`src/rtl/serial_adder16.sv`:
```
// -----------------------------------------------------------------------------
// serial_adder16
//
// Bit-serial 16-bit unsigned adder built from a single full-adder slice and a
// carry flip-flop. Each operation samples both operands in one LOAD cycle, then
// spends 16 ADD cycles adding one bit pair per clock, LSB first. After the 16th
// ADD cycle the 16-bit sum and carry-out are published as registers and
// `valid` pulses high for one cycle. The block free-runs back-to-back
// operations, so one operation completes every 17 cycles.
//
// Ports
//   sum    out [15:0]  registered sum of the last completed operation
//   cout   out         registered carry-out of the last completed operation
//   a      in  [15:0]  operand 1, sampled only in LOAD
//   b      in  [15:0]  operand 2, sampled only in LOAD
//   clk    in          rising-edge clock
//   rst_n  in          asynchronous active-low reset
//   valid  out         one-cycle pulse: sum/cout were just updated
// -----------------------------------------------------------------------------
module serial_adder16 (
  output logic [15:0] sum,
  output logic        cout,
  input  logic [15:0] a,
  input  logic [15:0] b,
  input  logic        clk,
  input  logic        rst_n,
  output logic        valid
);

  typedef enum logic {
    LOAD = 1'b0,
    ADD  = 1'b1
  } state_t;

  state_t      state_q, state_d;
  logic [15:0] ra_q, ra_d;
  logic [15:0] rb_q, rb_d;
  // Partial-sum shift register. Only 15 bits are stored: the bit produced on
  // the final ADD cycle goes straight into `sum`, so a 16th stored bit would
  // always be shifted out before anyone reads it.
  logic [14:0] sr_q, sr_d;
  logic        c_q, c_d;
  logic [3:0]  cnt_q, cnt_d;
  logic [15:0] sum_q, sum_d;
  logic        cout_q, cout_d;
  logic        valid_q, valid_d;

  logic        bit_s;
  logic        bit_co;

  // One-bit full adder: returns {carry_out, sum}.
  function automatic logic [1:0] full_add(input logic x, input logic y,
                                          input logic ci);
    logic s;
    logic co;
    s  = x ^ y ^ ci;
    co = (x & y) | (x & ci) | (y & ci);
    return {co, s};
  endfunction

  // The single adder slice always works on the current operand LSBs.
  always_comb begin
    {bit_co, bit_s} = full_add(ra_q[0], rb_q[0], c_q);
  end

  always_comb begin
    state_d = state_q;
    ra_d    = ra_q;
    rb_d    = rb_q;
    sr_d    = sr_q;
    c_d     = c_q;
    cnt_d   = cnt_q;
    sum_d   = sum_q;
    cout_d  = cout_q;
    valid_d = 1'b0;

    case (state_q)
      LOAD: begin
        ra_d    = a;
        rb_d    = b;
        c_d     = 1'b0;
        cnt_d   = 4'd0;
        state_d = ADD;
      end

      ADD: begin
        ra_d  = ra_q >> 1;
        rb_d  = rb_q >> 1;
        sr_d  = {bit_s, sr_q[14:1]};
        c_d   = bit_co;
        cnt_d = cnt_q + 4'd1;
        if (cnt_q == 4'd15) begin
          // Last bit: the 15 earlier sum bits sit in sr_q[14:0], LSB at [0].
          sum_d   = {bit_s, sr_q};
          cout_d  = bit_co;
          valid_d = 1'b1;
          state_d = LOAD;
        end
      end

      default: begin
        state_d = LOAD;
      end
    endcase
  end

  always_ff @(posedge clk or negedge rst_n) begin
    if (!rst_n) begin
      state_q <= LOAD;
      ra_q    <= '0;
      rb_q    <= '0;
      sr_q    <= '0;
      c_q     <= 1'b0;
      cnt_q   <= '0;
      sum_q   <= '0;
      cout_q  <= 1'b0;
      valid_q <= 1'b0;
    end else begin
      state_q <= state_d;
      ra_q    <= ra_d;
      rb_q    <= rb_d;
      sr_q    <= sr_d;
      c_q     <= c_d;
      cnt_q   <= cnt_d;
      sum_q   <= sum_d;
      cout_q  <= cout_d;
      valid_q <= valid_d;
    end
  end

  assign sum   = sum_q;
  assign cout  = cout_q;
  assign valid = valid_q;

endmodule

```
`config.mk`:
```
export PLATFORM = sky130hd
export DESIGN_NAME = serial_adder16
export DESIGN_NICKNAME = d
export VERILOG_FILES = /design/src/rtl/serial_adder16.sv
export SDC_FILE = /design/constraint.sdc
export NUM_CORES = 1
export LEC_CHECK = 0
export BUFFER_PORTS_ARGS = -buffer_cell sky130_fd_sc_hd__buf_4
export CORE_ASPECT_RATIO = 1.1
export CORE_MARGIN = 2
export CORE_UTILIZATION = 45
export DETAILED_ROUTE_END_ITERATION = 10
export GPL_TIMING_DRIVEN = 0
export PLACE_DENSITY = 0.78
export SYNTH_ARGS = -nofsm -noshare
export SYNTH_HDL_FRONTEND = slang
export SYNTH_SLANG_ARGS = --single-unit
```
`constraint.sdc`:
```
create_clock -name clk -period 2.6 [get_ports clk]
set_clock_uncertainty 0.2 [all_clocks]
set_input_delay 0.26 -clock clk [delete_from_list [all_inputs] [get_ports clk]]
set_output_delay 0.26 -clock clk [all_outputs]
set_load 0.03 [all_outputs]
```
# After elaboration in Yosys (flattened, before gate mapping)

Index checks and enable logic that the tools add are counted.

Flip-flop bits (word level): 71
Input bits: 34
Output and inout bits: 18
Logic and storage cells: 28

$add $sub $neg: 1
Equality and inequality tests: 1
Multiplexer cells: 8
Bitwise operators: 8
Reduce and logical (&&, ||, !) cells: 1

Operator list:

| cell                | number |
|---|---|
| $pmux 16 s2         | 2 |
| $pmux 4 s2          | 1 |
| $add 4x1->4 const B | 1 |
| $eq 4x4->1 const B  | 1 |
| $pmux 1 s2          | 2 |
| $and 1x1->1         | 3 |
| $mux 1              | 3 |
| $or 1x1->1          | 2 |
| $reduce_and 2->1    | 1 |
| $xor 1x1->1         | 2 |
| $not 1->1           | 1 |

# Logic depth before layout (Yosys ltp)

Depth in word-level cells: 4
Mapped depth: 4
Gate-level depth less buffers: 3

# Worst setup path before layout

Ideal clock, no wire load.

Kind: register to register
Start point: register cnt_q[0]
End point: register sum_q[10] (netlist: sum[10])
Setup time: 125 ps
Arrival time: 1,245 ps
Data required time: 2,275 ps
Slack: 1,030 ps
Stages on the path, launching flop included: 5
Buffers on the path: 1
Period minus slack after synthesis: 1,570 ps
Cells stage by stage: dfrtp_1 ha_1 nand4_4 buf_6 mux2_4

Word-level cells in the longest chain between the ends: 2

Ends and longest elaborated chain:

| element                    | RTL line | source |
|---|---|---|
| start: declaration         | 43       | `logic [3:0] cnt_q, cnt_d;` |
| start signal: assignment   | 124      | `cnt_q <= cnt_d;` |
| $eq 4x4->1                 | 92       | `if (cnt_q == 4'd15) begin` |
| $reduce_and 2->1 (no line) | --       |  |
| end signal: assignment     | 125      | `sum_q <= sum_d;` |
| end: declaration           | 44       | `logic [15:0] sum_q, sum_d;` |

No other way between the ends.
A chain may end at the register's enable or synchronous reset.

# Worst setup path in the final report

Start point: register cnt_q[0]
End point: register sum_q[12] (netlist: sum[12])

The elaborated chain is that of the path after synthesis.

==> summary.txt <==
Largest area contributor in the netlist -> dfrtp_1
Period utilisation layout -> 0.6402
Worst setup EP type -> register
Area of the multi-input gates -> 853.3 um2
CP peak stage delay -> 0.38 ns
Leakage dissipation -> 0.001792 uW
Post-layout nets -> 286
GRT Residual Overflow -> 0
Die Span Y -> 84.90 um
Detailed Place HPWL -> 2609 um
Top delay family on crit path -> flip-flops
Number of flops mapped to enable cells by yosys -> 0
Initial antenna violation count -> 0
Synth Cell Area -> 2678 um2
Most frequent cells in the layout -> 71 x dfrtp_1, 54 x mux2_2, 52 x buf_4
Die area -> 6584 um2
Number of max-cap violations -> 0
Max FO, Critical Path -> 10
Pre-Repair DR Iteration Count -> 3
TNS Setup -> 0 ns
Synth-to-layout area growth -> 36.73%
Slowest cell on the critical path -> dfrtp_1
Total number of vias -> 1523
Total track usage -> 0.1492
CP Buf/Inv Count -> 1
Rel. slew slack -> 0.4281
CTS H-Tree Depth -> 3
Vias per cell -> 4.587
Commonest non-fill, non-tap cell in the layout -> dfrtp_1
Fin. max-slew vios -> 0
Vias in the first global route -> 1588
Final setup fails -> 0
Initial Utilization -> 0.4641
Layout cell share with drive strength beyond 1 -> 0.5373
Reg2reg start -> cnt_q[0]$_DFF_PN0_
Routed len/inst -> 13.35 um
Number of buffers created by CTS -> 9
Max Fclk -> 600.8 MHz
# fillers -> 430
Pwr/cell area -> 656.6 nW/um2
Top_reg_cell synth -> dfrtp_1
Critical path class -> register to register
Worst hold-check path type -> register to register
R2r endpoint -> sum[12]$_DFFE_PN0P_
Flops & latches, synth -> 71
Post-synthesis sequential area ratio -> 0.6636
CTS root buf -> clkbuf_8
Peak VDD IR -> 0.0003802 V
Hold path start -> cnt_q[0]$_DFF_PN0_
Die span in x -> 77.55 um
Syn Nets -> 191
GP Congestion -> 0.6964
Row Count -> 29
Worst reg-to-reg path cell count -> 4
Largest net degree at the start of global routing -> 72
Top cells by area, synth -> dfrtp_1 66%, mux2_2 23%, mux2_4 4.5%
Top-Level Pins -> 52
Async S/R FF share, synth -> 1.000
DR DRC count -> 0
N_diodes -> 0
Synth top area share -> 0.6636
Hold Path End -> cnt_q[0]$_DFF_PN0_
First-pass GRT wire length -> 7403 um
Starting DRT DRC Count -> 38
Syn avg cell area -> 17.27 um2
Required time of the critical path -> 2.63 ns
Crit path launch type -> register
Storage cell area -> 1777 um2
WL final -> 4431 um
Hold Crit Depth -> 1
Power, Total -> 2404 uW
Clock slew seen by the registers of the worst setup and hold paths -> 0.08 ns
Core ar. -> 5769 um2
Worst skew pair latency -> 0.33 ns
Least-Margin Pin Slew -> 0.8578 ns
Unique masters post-synth -> 17
CTS tree -> built
CP Cell Sequence -> ha_1 -> nand4_4 -> buf_6 -> mux2_4
Routed Antenna Nets -> 0
RSZ-0062 raised after global routing -> no
IO Port Bufs -> 51
CTS Buffer Depth -> 2
Min Clock Period, post-route -> 1.664 ns
Reg2reg setup slack -> 0.94 ns
Ys Warns -> 0
Final Hold Viols -> 0
Mapped Cells -> 155
CP arrival -> 1.69 ns
Status -> finished, final reports clean
CTS sink cnt -> 71
-- Yosys cell counts (3+ instances only) --
cell type	n
nor2b_1	3
mux2_2	54
mux2_4	8
buf_2	5
and2_1	3
dfrtp_1	71
-- timing repair --
item                                   4_1_cts  5_1_grt
endpoints found under the hold margin      103        0
buffers inserted                             0        0
resized for setup                            0        0
hold buffers                                33        0
setup endpoints to repair                    0        0
-- registers in the layout (all words and copies together) (netlist names) --
register and flops:
state_q 1, cnt_q 4, c_q 1, rb_q 16, valid 1, ra_q 16
sr_q 15, sum 16, cout 1
-- worst max-delay path by stage --
stage | depth (start not counted) | slack (ns) | from | endpoint
after floorplan | 4 | 1.03 | cnt_q[0]$_DFF_PN0_ | sum[10]$_DFFE_PN0P_
after global placement | 4 | 0.92 | cnt_q[0]$_DFF_PN0_ | sum[12]$_DFFE_PN0P_
after detailed placement | 4 | 0.91 | cnt_q[0]$_DFF_PN0_ | sum[9]$_DFFE_PN0P_
after CTS | 4 | 0.91 | cnt_q[0]$_DFF_PN0_ | sum[9]$_DFFE_PN0P_
after global routing | 4 | 0.85 | cnt_q[0]$_DFF_PN0_ | sum[12]$_DFFE_PN0P_
final | 4 | 0.94 | cnt_q[0]$_DFF_PN0_ | sum[12]$_DFFE_PN0P_
-- cell type report --
cell class	instances	share of cell area
clock buffers	9	0.03383
repair buffers	84	0.1948
clock inverters	7	0.01367
well taps	77	0.02632
flip-flops and latches	71	0.4853
multi-input cells	76	0.2331
plain buffers	7	0.01196
inverters	1	0.001025
-- metrics by stage --
stage / cells / worst slack (ns) / hold WS (ns) / area [um2] / util
floorplan: 155 / 1.030 / -0.2356 / 2678 / -
global placement: 283 / 0.9211 / 0.2277 / 3157 / 0.5472
detailed placement: 283 / 0.9129 / 0.2274 / 3157 / 0.5472
CTS: 332 / 0.9105 / 0.2697 / 3661 / 0.6346
global route: 332 / 0.8455 / 0.2848 / 3661 / 0.6346
finish: 332 / 0.9356 / 0.2643 / 3661 / 0.6346
-- where the power goes --
part	switching [uW]	total [uW]	internal, uW
clock	414	759	345
sequential	60.4	1260	1200
combinational	176	383	208
-- cell families after synthesis --
family        Yosys count  share of synthesized area
flops                  71                     0.6635
fa+ha+maj               2                    0.01215
mux                    63                     0.2757
simple gates           10                    0.02757
buf+inv                 8                    0.01775
xor+xnor                1                   0.003272
-- metal layers --
| layer | wire length [um] | up-vias | global-route usage |
|---|---|---|---|
| met2 | 2259 | 44 | 0.2348 |
| met1 | 1960 | 754 | 0.1938 |
| met3 | 202 | 2 | 0.04468 |
| li1 | - | 723 | - |
| met5 | 0 | - | 0 |
| met4 | 8 | 0 | 0.06331 |
(Power assumes the default switching activity.)
